File: src/rtl/cw305_core_pkg.sv
// Shared types and constants for the CW305 iterative crypto core.
// Provides the FSM state enum and the round-index width.
package cw305_core_pkg;

  localparam int RND_W = 8;

  typedef enum logic {
    IDLE = 1'b0,
    RUN  = 1'b1
  } core_state_e;

endpackage

File: src/rtl/cw305_round.sv
// Combinational keyed round: s' = rotl(s^k, ROT) + zext(rnd), k' = rotl(k, 1).
// Ports: s, k, rnd in; s_nxt, k_nxt out. Parameters W, ROT.
module cw305_round
  import cw305_core_pkg::*;
#(
  parameter int W   = 128,
  parameter int ROT = 3
) (
  input  logic [W-1:0]     s,
  input  logic [W-1:0]     k,
  input  logic [RND_W-1:0] rnd,
  output logic [W-1:0]     s_nxt,
  output logic [W-1:0]     k_nxt
);

  logic [W-1:0] x;
  logic [W-1:0] x_rot;

  always_comb begin
    x     = s ^ k;
    // A shift by W yields zero, so ROT=0 degenerates cleanly.
    x_rot = (x << ROT) | (x >> (W - ROT));
    s_nxt = x_rot + W'(rnd);
    k_nxt = {k[W-2:0], k[W-1]};
  end

endmodule

File: src/rtl/cw305_crypto_core.sv
// Iterative crypto core: one keyed round per clock, ct + done strobe at end.
// Ports: clk, resetn(sync, low), start, key, pt -> ct, busy, done
// [, trigger when CW305_CORE_TRIGGER_EN is defined].
module cw305_crypto_core
  import cw305_core_pkg::*;
#(
  parameter int W      = 128,
  parameter int ROUNDS = 10,
  parameter int ROT    = 3
) (
  input  logic         clk,
  input  logic         resetn,
  input  logic         start,
  input  logic [W-1:0] key,
  input  logic [W-1:0] pt,
  output logic [W-1:0] ct,
  output logic         busy,
  output logic         done
`ifdef CW305_CORE_TRIGGER_EN
  ,
  output logic         trigger
`endif
);

  localparam logic [RND_W-1:0] LAST = RND_W'(ROUNDS - 1);

  core_state_e      state_q, state_d;
  logic [W-1:0]     s_q, s_d;
  logic [W-1:0]     k_q, k_d;
  logic [RND_W-1:0] rnd_q, rnd_d;
  logic [W-1:0]     ct_q, ct_d;
  logic             busy_q, busy_d;
  logic             done_q, done_d;
  logic [W-1:0]     s_nxt;
  logic [W-1:0]     k_nxt;

  cw305_round #(
    .W   (W),
    .ROT (ROT)
  ) u_round (
    .s     (s_q),
    .k     (k_q),
    .rnd   (rnd_q),
    .s_nxt (s_nxt),
    .k_nxt (k_nxt)
  );

  always_comb begin
    state_d = state_q;
    s_d     = s_q;
    k_d     = k_q;
    rnd_d   = rnd_q;
    ct_d    = ct_q;
    busy_d  = busy_q;
    done_d  = 1'b0;
    unique case (state_q)
      IDLE: begin
        if (start) begin
          s_d     = pt;
          k_d     = key;
          rnd_d   = '0;
          busy_d  = 1'b1;
          state_d = RUN;
        end
      end
      RUN: begin
        s_d   = s_nxt;
        k_d   = k_nxt;
        rnd_d = rnd_q + RND_W'(1);
        if (rnd_q == LAST) begin
          // Capture this round's result, not the stale s_q.
          ct_d    = s_nxt;
          done_d  = 1'b1;
          busy_d  = 1'b0;
          state_d = IDLE;
        end
      end
      default: state_d = IDLE;
    endcase
  end

  always_ff @(posedge clk) begin
    if (!resetn) begin
      state_q <= IDLE;
      s_q     <= '0;
      k_q     <= '0;
      rnd_q   <= '0;
      ct_q    <= '0;
      busy_q  <= 1'b0;
      done_q  <= 1'b0;
    end else begin
      state_q <= state_d;
      s_q     <= s_d;
      k_q     <= k_d;
      rnd_q   <= rnd_d;
      ct_q    <= ct_d;
      busy_q  <= busy_d;
      done_q  <= done_d;
    end
  end

  assign ct   = ct_q;
  assign busy = busy_q;
  assign done = done_q;

`ifdef CW305_CORE_TRIGGER_EN
  logic trig_q, trig_d;

  // Rises with the accepted start, falls with the final round.
  always_comb begin
    trig_d = trig_q;
    if (state_q == IDLE && start) begin
      trig_d = 1'b1;
    end else if (state_q == RUN && rnd_q == LAST) begin
      trig_d = 1'b0;
    end
  end

  always_ff @(posedge clk) begin
    if (!resetn) begin
      trig_q <= 1'b0;
    end else begin
      trig_q <= trig_d;
    end
  end

  assign trigger = trig_q;
`endif

endmodule

File: config.mk
export PLATFORM = sky130hd
export DESIGN_NAME = cw305_crypto_core
export DESIGN_NICKNAME = d
export VERILOG_FILES = /design/src/rtl/cw305_core_pkg.sv /design/src/rtl/cw305_round.sv /design/src/rtl/cw305_crypto_core.sv
export SDC_FILE = /design/constraint.sdc
export NUM_CORES = 1
export LEC_CHECK = 0
export CORE_MARGIN = 2
export CORE_UTILIZATION = 30
export DETAILED_ROUTE_END_ITERATION = 10
export GPL_TIMING_DRIVEN = 0
export HOLD_SLACK_MARGIN = 0.02
export PLACE_DENSITY = 0.5
export SLEW_MARGIN = 20
export SYNTH_ARGS = -nofsm -noshare
export SYNTH_HDL_FRONTEND = slang
export SYNTH_SLANG_ARGS = --single-unit
export TNS_END_PERCENT = 1
File: constraint.sdc
create_clock -name clk -period 3.25 [get_ports clk]
set_input_delay 0.65 -clock clk [delete_from_list [all_inputs] [get_ports clk]]
set_output_delay 0.65 -clock clk [all_outputs]
set_load 0.1 [all_outputs]
==> Word level (Yosys, flattened, before mapping) <==
Cells that the tools add are included.
{ "totals": {"regBits": 395, "output_inout_bits": 130, "input_bits": 259} }
{ "classes": {"mux": 13, "reduce_logical": 3, "bitwise_logic": 3, "n_eq_ne": 3, "add_sub_neg": 2} }
{ "ops": {"columns": ["cell", "n"], "rows": [
  ["128-bit one-hot mux with 2 select lines", 2],
  ["128-bit two-way mux", 2],
  ["128-bit by 8-bit adder with 128-bit output", 1],
  ["128-bit by 3-bit OR with 128-bit output", 1],
  ["128-bit XOR", 1],
  ["8-bit one-hot mux with 2 select lines", 1],
  ["8-bit by 1-bit adder with 8-bit output (second input constant)", 1],
  ["8-bit by 4-bit == test with 1-bit output (second input constant)", 1],
  ["8-bit two-way mux", 1],
  ["2-bit AND reduction", 3],
  ["1-bit two-way mux", 5],
  ["1-bit one-hot mux with 2 select lines", 2],
  ["2-bit by 1-bit inequality test with 1-bit output (second input constant)", 1],
  ["2-bit inequality test (second input constant)", 1],
  ["1-bit inverter", 1]
]} }

==> Longest topological paths before layout <==
Gate-level depths: netlist of run 1.
{ "logic_depth": {"word_depth": 4, "ltp_mapped": 12, "ltp_nobuf": 11} }

==> Modules after synthesis <==
Synthesis of run 1 repeated with hierarchy kept, for this count alone.
{ "unflattened": {"hier_cells": 2490, "hier_area_um2": 22919.5} }
{ "modules_own_cells": {"columns": ["mod", "seq_area_each_um2", "cells_per_inst", "area_per_inst_um2", "instances"], "rows": [
  ["cw305_crypto_core", 7907.6, 1723, 17376.7, 1],
  ["cw305_round", 0.0, 767, 5542.8, 1]
]} }

==> Least setup slack after synthesis of run 1 <==
No wires, ideal clock.
{ "synth_path": {"kind": "reg-to-reg", "startpoint": "register k_q[125]", "endpoint": "register s_q[122]", "setup_time_ns": 0.114, "slack_ns": -0.132, "stages_incl_launch_ff": 13, "t_required_ns": 3.136, "path_buffers": 1, "arrival_ns": 3.267, "path_cell_list": "dfxtp_1 -> xor2_1 -> ha_1 -> inv_1 -> fa_1 -> nand2b_1 -> a211oi_1 -> nor2_1 -> nor4b_1 -> clkbuf_1 -> nand4_1 -> and3_1 -> a2111oi_0"} }
{ "synth_between": {"elab_chain_len": 4} }
{ "synth_lines": {"columns": ["item", "line", "text"], "rows": [
  ["start: declaration", "cw305_crypto_core.sv:29", "logic [W-1:0] k_q, k_d;"],
  ["start signal: assignment", "cw305_crypto_core.sv:94", "k_q <= k_d;"],
  ["128-bit XOR", "cw305_round.sv:20", "x = s ^ k;"],
  ["128-bit by 3-bit OR with 128-bit output", "cw305_round.sv:22", "x_rot = (x << ROT) | (x >> (W - ROT));"],
  ["128-bit by 8-bit adder with 128-bit output", "cw305_round.sv:23", "s_nxt = x_rot + W'(rnd);"],
  ["128-bit one-hot mux with 2 select lines", "cw305_crypto_core.sv:56", "unique case (state_q)"],
  ["end signal: assignment", "cw305_crypto_core.sv:85", "s_q <= '0;"],
  ["end signal: assignment", "cw305_crypto_core.sv:93", "s_q <= s_d;"],
  ["end: declaration", "cw305_crypto_core.sv:28", "logic [W-1:0] s_q, s_d;"]
]} }
No other way between the ends.
A chain may end at the register's enable or synchronous reset.

==> Final worst setup path of run 1 <==
{ "layout_path": {"startpoint": "register s_q[125]", "endpoint": "register s_q[126]"} }
{ "layout_between": {"elab_chain_len": 4} }
{ "layout_lines": {"columns": ["item", "line"], "rows": [
  ["128-bit XOR", "cw305_round.sv:20"],
  ["128-bit by 3-bit OR with 128-bit output", "cw305_round.sv:22"],
  ["128-bit by 8-bit adder with 128-bit output", "cw305_round.sv:23"],
  ["128-bit one-hot mux with 2 select lines", "cw305_crypto_core.sv:56"]
]} }
No other way between the ends.

==> results of run 1 <==
==> metal layers <==
layer	wire [um]	track usage (%)	up-vias	share of wire [%]
met3	11300	6.42	304	8.5
met4	7230	16.3	2	5.4
met2	58400	51.2	1372	44
li1	-	-	11200	-
met5	49	0	-	0.037
met1	55800	43.2	12400	42
==> path summary, 6_finish.rpt <==
check                               from       end  slack [ns]  cells past startpoint
worst max-delay path            s_q[125]  s_q[126]       -0.16                     13
worst min-delay path              ct[74]    ct[74]        0.47                      2
worst max register to register  s_q[125]  s_q[126]       -0.16                     13
worst min register to register    ct[74]    ct[74]        0.47                      2
==> Yosys cell counts (6+ instances only) <==
master,count,area (um^2)
a21oi_1,202,1010
nor4_1,77,482
mux2i_1,217,2170
nor3_1,70,350
xor2_1,122,1070
nand2b_1,10,62.6
or4_1,29,218
nor2b_1,33,206
and4_1,15,131
o21a_1,8,60.1
o31ai_1,6,45.0
nand4_1,87,544
nand2_1,130,488
and2_1,10,62.6
o2111ai_1,14,123
o21ai_0,78,390
nor2_1,357,1340
a211o_1,7,61.3
and3_1,36,225
dfxtp_1,395,7910
ha_1,10,125
a2111oi_0,36,315
mux2_2,33,372
a211oi_1,77,578
or2_2,13,81.3
buf_1,26,97.6
nand3_1,197,986
o211ai_1,48,360
inv_1,7,26.3
a31o_2,8,70.1
o211a_1,9,90.1
o311ai_0,15,131
clkbuf_1,185,694
xnor2_1,138,1210
or3_1,17,106
==> cell type report <==
cell class	instances	area, um^2
repair buffers	464	4570
well taps	969	1210
fillers	7466	42900
diodes	1	2.50
clock buffers	69	1420
flip-flops and latches	395	7940
inverters	9	35.0
plain buffers	205	952
clock inverters	19	248
multi-input cells	2168	15600
==> sequential cells by signal, summed over array words and instances (netlist names) <==
name	cells
ct	128
k_q	128
s_q	128
rnd_q	8
busy	1
done	1
state_q	1
==> repair_timing <==
item	in CTS	in global routing
endpoints found under the hold margin	0	0
resized for setup	212	147
setup endpoints to repair	262	296
pin swaps	56	40
buffers inserted	48	18
==> power by group <==
group	total, mW	switching, mW	internal, mW	leakage (nW)
logic	2.82	1.72	1.10	7.67
registers	5.49	0.380	5.11	3.24
clock network	5.86	2.42	3.45	0.821
==> kinds of logic after synthesis <==
| kind of cell | after synthesis | synth area share, % |
|---|---|---|
| and+or+nand+nor | 1114 | 24.5 |
| AOI/OAI and AO/OA | 533 | 15.2 |
| DFF | 395 | 34.8 |
| xor gates and xnor gates | 260 | 10.0 |
| muxes | 250 | 11.2 |
| buffers and inverters | 222 | 3.67 |
| adders and majority gates | 11 | 0.638 |
==> placed cells by master, fill, tap and decap left out, types with 36 or more instances in the layout <==
cell / instances
nor3_1: 54
xor2_1: 69
xnor2_1: 127
buf_4: 63
clkdlybuf4s50_1: 387
xor2_2: 36
nor4_1: 43
mux2i_1: 216
a211oi_1: 74
clkbuf_1: 139
nor2_1: 353
clkbuf_16: 51
dfxtp_1: 374
o211ai_1: 48
nand2_1: 130
a21oi_1: 201
o21ai_0: 75
nand4_1: 87
nand3_1: 191
==> metrics by stage <==
step / instances / power [mW] / TNS (ns) / util (%) / setup WS, ns
final: 4299 / 14.2 / -4.07 / 42.7 / -0.157
after global routing: 4298 / 14.6 / -9.39 / 42.7 / -0.226
after CTS: 4282 / 14.1 / -5.79 / 41.7 / -0.214
after detailed placement: 4152 / 8.12 / -337.43 / 37.5 / -2.64
after global placement: 4141 / 8.09 / -400.90 / 37.2 / -2.56
after floorplan: 2785 / 6.89 / -0.0242 / - / -0.0242
==> critical path: cells and delay by family, from the launching register on <==
| kind | cells | cell delay [ns] |
|---|---|---|
| adder cells (fa/ha/maj) | 2 | 0.55 |
| AO/OA/AOI/OAI | 3 | 0.78 |
| flip-flops | 1 | 0.35 |
| buffers and inverters | 3 | 0.36 |
| AND/OR/NAND/NOR | 4 | 1.08 |
| XOR/XNOR | 1 | 0.14 |
==> flow_summary.yaml, run 1 <==
run_status:
  status: "finished, violations left"
  violations: "setup timing"
sta:
  period_needed_ns: 3.41
  tightest_slew_ns: 1.26
  maxSlewHeadroom_pct: 16.0
  setup_ws_ns: -0.157
  rsz0062_at_grt: "true"
  hold_slack_ns: 0.474
  max_freq_ghz: 0.293
  skew_ns: 0.0294
  slew_violations: 0
  hold_viol: 0
  post-route-period-util_pct: 105
  finalSetupViolCount: 62
logic_synthesis:
  synthCells: 2785
  synth_top_flop_cell: "dfxtp_1"
  async_flop_share_pct: 0
  ys_seq_area_share_pct: 34.8
  synth_fp_nets: 3055
  synth-edff-count: 0
  synth.distinct_cells: 66
  syn_area_mm2: 0.0228
  yosys_warnings: 0
  yosys_register_bits: 395
  avgSynthCellArea_um2: 8.17
cts:
  clock_latency_ns: 0.62
  htreeDepth: 2
  cts-root-buf: "clkbuf_16"
  path_clk_slew_ns: 0.06
  clockBufferDepth: 3
  numCtsBuffers: 49
  cts_hold_buf: 0
  cts.sinks: 395
  cts_tree: "built"
finish:
  area_delta_synth_final_pct: 40.4
  fin_area_mm2: 0.0319
  final_nets: 3562
  drive_gt1_share_pct: 14.0
floorplan:
  io_pins: 389
  coreArea_mm2: 0.0748
  start_util_pct: 30.4
  fp-row-count: 100
  die_y_um: 279
  die_area_mm2: 0.0781
  die_x_um: 279
worst_setup_path:
  path_class: "reg2reg"
  crit_path_end_kind: "flip-flop"
  path_common_cell: "buf_12"
  critPathLaunchType: "flip-flop"
  crit_arrival_ns: 3.89
  cp.required_ns: 3.73
  slowest_delay_ns: 0.64
  slowest_stage: "or4b_4"
  crit_chain: "xor2_2 > ha_2 > inv_2 > fa_2 > nand2b_4 > a211oi_4 > buf_12 > nor2_4 > or4b_4 > nor3_4 > buf_12 > a211oi_1 > a2111oi_2"
  path_max_fanout: 7
grt:
  grt_pass1_vias: 24600
  grt_overflow_total: 0
  grt_pass1_wl_um: 184000
  grt_max_degree: 13
  grtUsageTotal_pct: 32.8
  grt_antenna_before_repair: 2
run:
  cap_violations: 0
placement:
  gp_congestion: 0.997
  port-buffer-count: 387
  hpwl_um: 101000
  dpl_cell_area_mm2: 0.0281
routing:
  wirelength_um: 133000
  first_iter_violations: 2560
  vias: 25300
  drc: 0
  via_per_inst: 5.88
  drtAntennaViolNets: 0
  wl_per_cell_um: 30.9
  drtPass1Iterations: 6
power_and_ir_drop:
  ir_drop_v: 0.000335
  power_density_mw_per_mm2: 444
  p_leak_nw: 11.7
hold_path:
  hold_path_class: "reg2reg"
Note: power is estimated with default switching activity, not from simulation.
==> run 2: changes to the inputs <==
--- a/config.mk
+++ b/config.mk
@@ -5,11 +5,13 @@
 export SDC_FILE = /design/constraint.sdc
 export NUM_CORES = 1
 export LEC_CHECK = 0
+export CAP_MARGIN = 20
 export CORE_MARGIN = 2
 export CORE_UTILIZATION = 30
 export DETAILED_ROUTE_END_ITERATION = 10
 export GPL_TIMING_DRIVEN = 0
 export HOLD_SLACK_MARGIN = 0.02
+export MAX_ROUTING_LAYER = met4
 export PLACE_DENSITY = 0.5
 export SLEW_MARGIN = 20
 export SYNTH_ARGS = -nofsm -noshare
==> run 2 against run 1 <==
- the run still ends with setup timing left
- first-iteration DRC count up 4.7%
- total power down 1.1%
- worst setup slack worse by 0.075 ns
- hold slack better by 0.012 ns
- combinational power up 2%
- core utilization up 0.25 points
==> flow_summary.yaml, run 2 (synthesis results as in run 1) <==
hold_path:
  min_from: "ct[54]"
  hold_path_class: "reg2reg"
power_and_ir_drop:
  clockPowerShare_pct: 40.4
  p_comb_share_pct: 20.5
  ir_drop_v: 0.000346
  netSwitchingFraction_pct: 32.4
  power_density_mw_per_mm2: 436
  seqPwrFrac_pct: 39.1
  power_mw: 14.0
  p_leak_nw: 11.8
  switching_power_mw: 4.55
  cell_internal_pwr_mw: 9.47
sta:
  post-route-period-util_pct: 107
  rsz0062_at_grt: "true"
  maxSlewHeadroom_pct: 14.7
  hold_viol: 0
  skew_ns: 0.0318
  tightest_slew_ns: 1.28
  fin_setup_tns_ns: -3.63
  max_freq_ghz: 0.287
  period_needed_ns: 3.48
  hold_slack_ns: 0.486
  finalSetupViolCount: 51
  setup_ws_ns: -0.232
  slew_violations: 0
grt:
  top_usage_layer: "met2"
  grt_antenna_before_repair: 2
  grt_pass1_vias: 24800
  grt_overflow_total: 0
  grt_use_met2_pct: 52.2
  grtUsageTotal_pct: 34.5
  grt_max_degree: 14
  met1_usage_pct: 44.7
  met3_usage_pct: 5.75
  grt_pass1_wl_um: 187000
cts:
  numCtsBuffers: 49
  path_clk_slew_ns: 0.06
  htreeDepth: 2
  cts.sinks: 395
  clock_latency_ns: 0.63
  cts_tree: "built"
  cts-root-buf: "clkbuf_16"
  clockBufferDepth: 3
routing:
  drc: 0
  first_iter_violations: 2680
  drtAntennaViolNets: 0
  drtPass1Iterations: 6
  vias: 25500
  via_per_inst: 5.90
  wl_per_cell_um: 31.4
  wirelength_um: 135000
worst_setup_path:
  cp.required_ns: 3.77
  critPathLaunchType: "flip-flop"
  path_max_fanout: 4
  crit_start: "s_q[56]"
  r2r-start: "s_q[56]"
  path_class: "reg2reg"
  crit_path_end_kind: "flip-flop"
  crit_arrival_ns: 4.00
finish:
  layout.cells.most_common_list: "387 x clkdlybuf4s50_1, 372 x dfxtp_1, 352 x nor2_1"
  multiInputGateArea_mm2: 0.0156
  drive_gt1_share_pct: 14.4
  final_common_cell: "clkdlybuf4s50_1"
  fillers: 7510
  area_delta_synth_final_pct: 41.2
  final_util_pct: 42.9
  regArea_mm2: 0.00795
  final_nets: 3576
floorplan:
  die_area_mm2: 0.0781
  start_util_pct: 30.4
  fp-row-count: 100
  coreArea_mm2: 0.0748
  die_y_um: 279
  io_pins: 389
  die_x_um: 279
placement:
  dp_slack_ns: -2.59
  gp_congestion: 0.993
  hpwl_um: 103000
  port-buffer-count: 387
run_status:
  violations: "setup timing"
  status: "finished, violations left"
run:
  cap_violations: 0
## run 2: changes by cell type in the layout (fill, tap and decap cells not counted), moves of 3 or more
cell / delta
xor2_4: -3
buf_4: +7
buf_8: +3
buf_1: -3
nor3_2: -3
xor2_2: +3
nand3_2: -3
nor3_4: +3
nor4_2: -3
and3_4: -3
buf_2: +3
## run 2: timing repair
| item | 4_1_cts | 5_1_grt |
|---|---|---|
| buffers inserted | 61 | 14 |
| pin swaps | 60 | 45 |
| endpoints found under the setup margin | 311 | 236 |
| hold buffers | 0 | 0 |
| resized for setup | 262 | 106 |
## run 2: layout make-up
class                      count  area share (%)
antenna                        3          0.0234
clock buffer                  69            4.36
sequential                   395            24.7
multi-input combinational   2168            48.6
timing repair buffer         476            14.6
buffer                       207            3.14
clock inverter                19           0.631
tap                          969            3.77
inverter                       9           0.109
## run 2: critical path: stages (launching register included)
cell	delay (ns)
dfxtp_4	0.37
xnor2_4	0.15
or3_4	0.41
or4_4	0.59
buf_6	0.16
or4b_4	0.57
or3_4	0.46
o311a_4	0.40
a2111oi_4	0.27
## run 2: path summary, 6_finish.rpt
kind,slack [ns],to,cells after the start
setup / recovery,-0.23,s_q[112],8
hold / removal,0.49,ct[54],2
setup reg to reg,-0.23,s_q[112],8
hold reg to reg,0.49,ct[54],2
## run 2: stage by stage
step	instance area, um^2	instances
floorplan	22800	2785
global placement	27800	4141
detailed placement	28100	4155
CTS	31500	4299
global route	32100	4314
finish	32100	4315
## run 2: routing by layer
layer / part of all wire [%] / vias to the layer above
li1: - / 11200
met1: 43 / 12700
met4: 5.7 / 0
met2: 44 / 1302
met3: 7.9 / 286
met5: 0 / -
## run 2: power by group through the flow
| stage | Clock (mW) | Sequential (mW) | Combinational [mW] |
|---|---|---|---|
| 6_report | 5.66 | 5.49 | 2.87 |
| 5_1_grt | 5.89 | 5.51 | 3.03 |
| 4_1_cts | 5.72 | 5.46 | 2.76 |
| 3_5_place_dp | 0 | 5.52 | 2.63 |
| 3_3_place_gp | 0 | 5.51 | 2.60 |
| 2_1_floorplan | 0 | 5.42 | 1.47 |
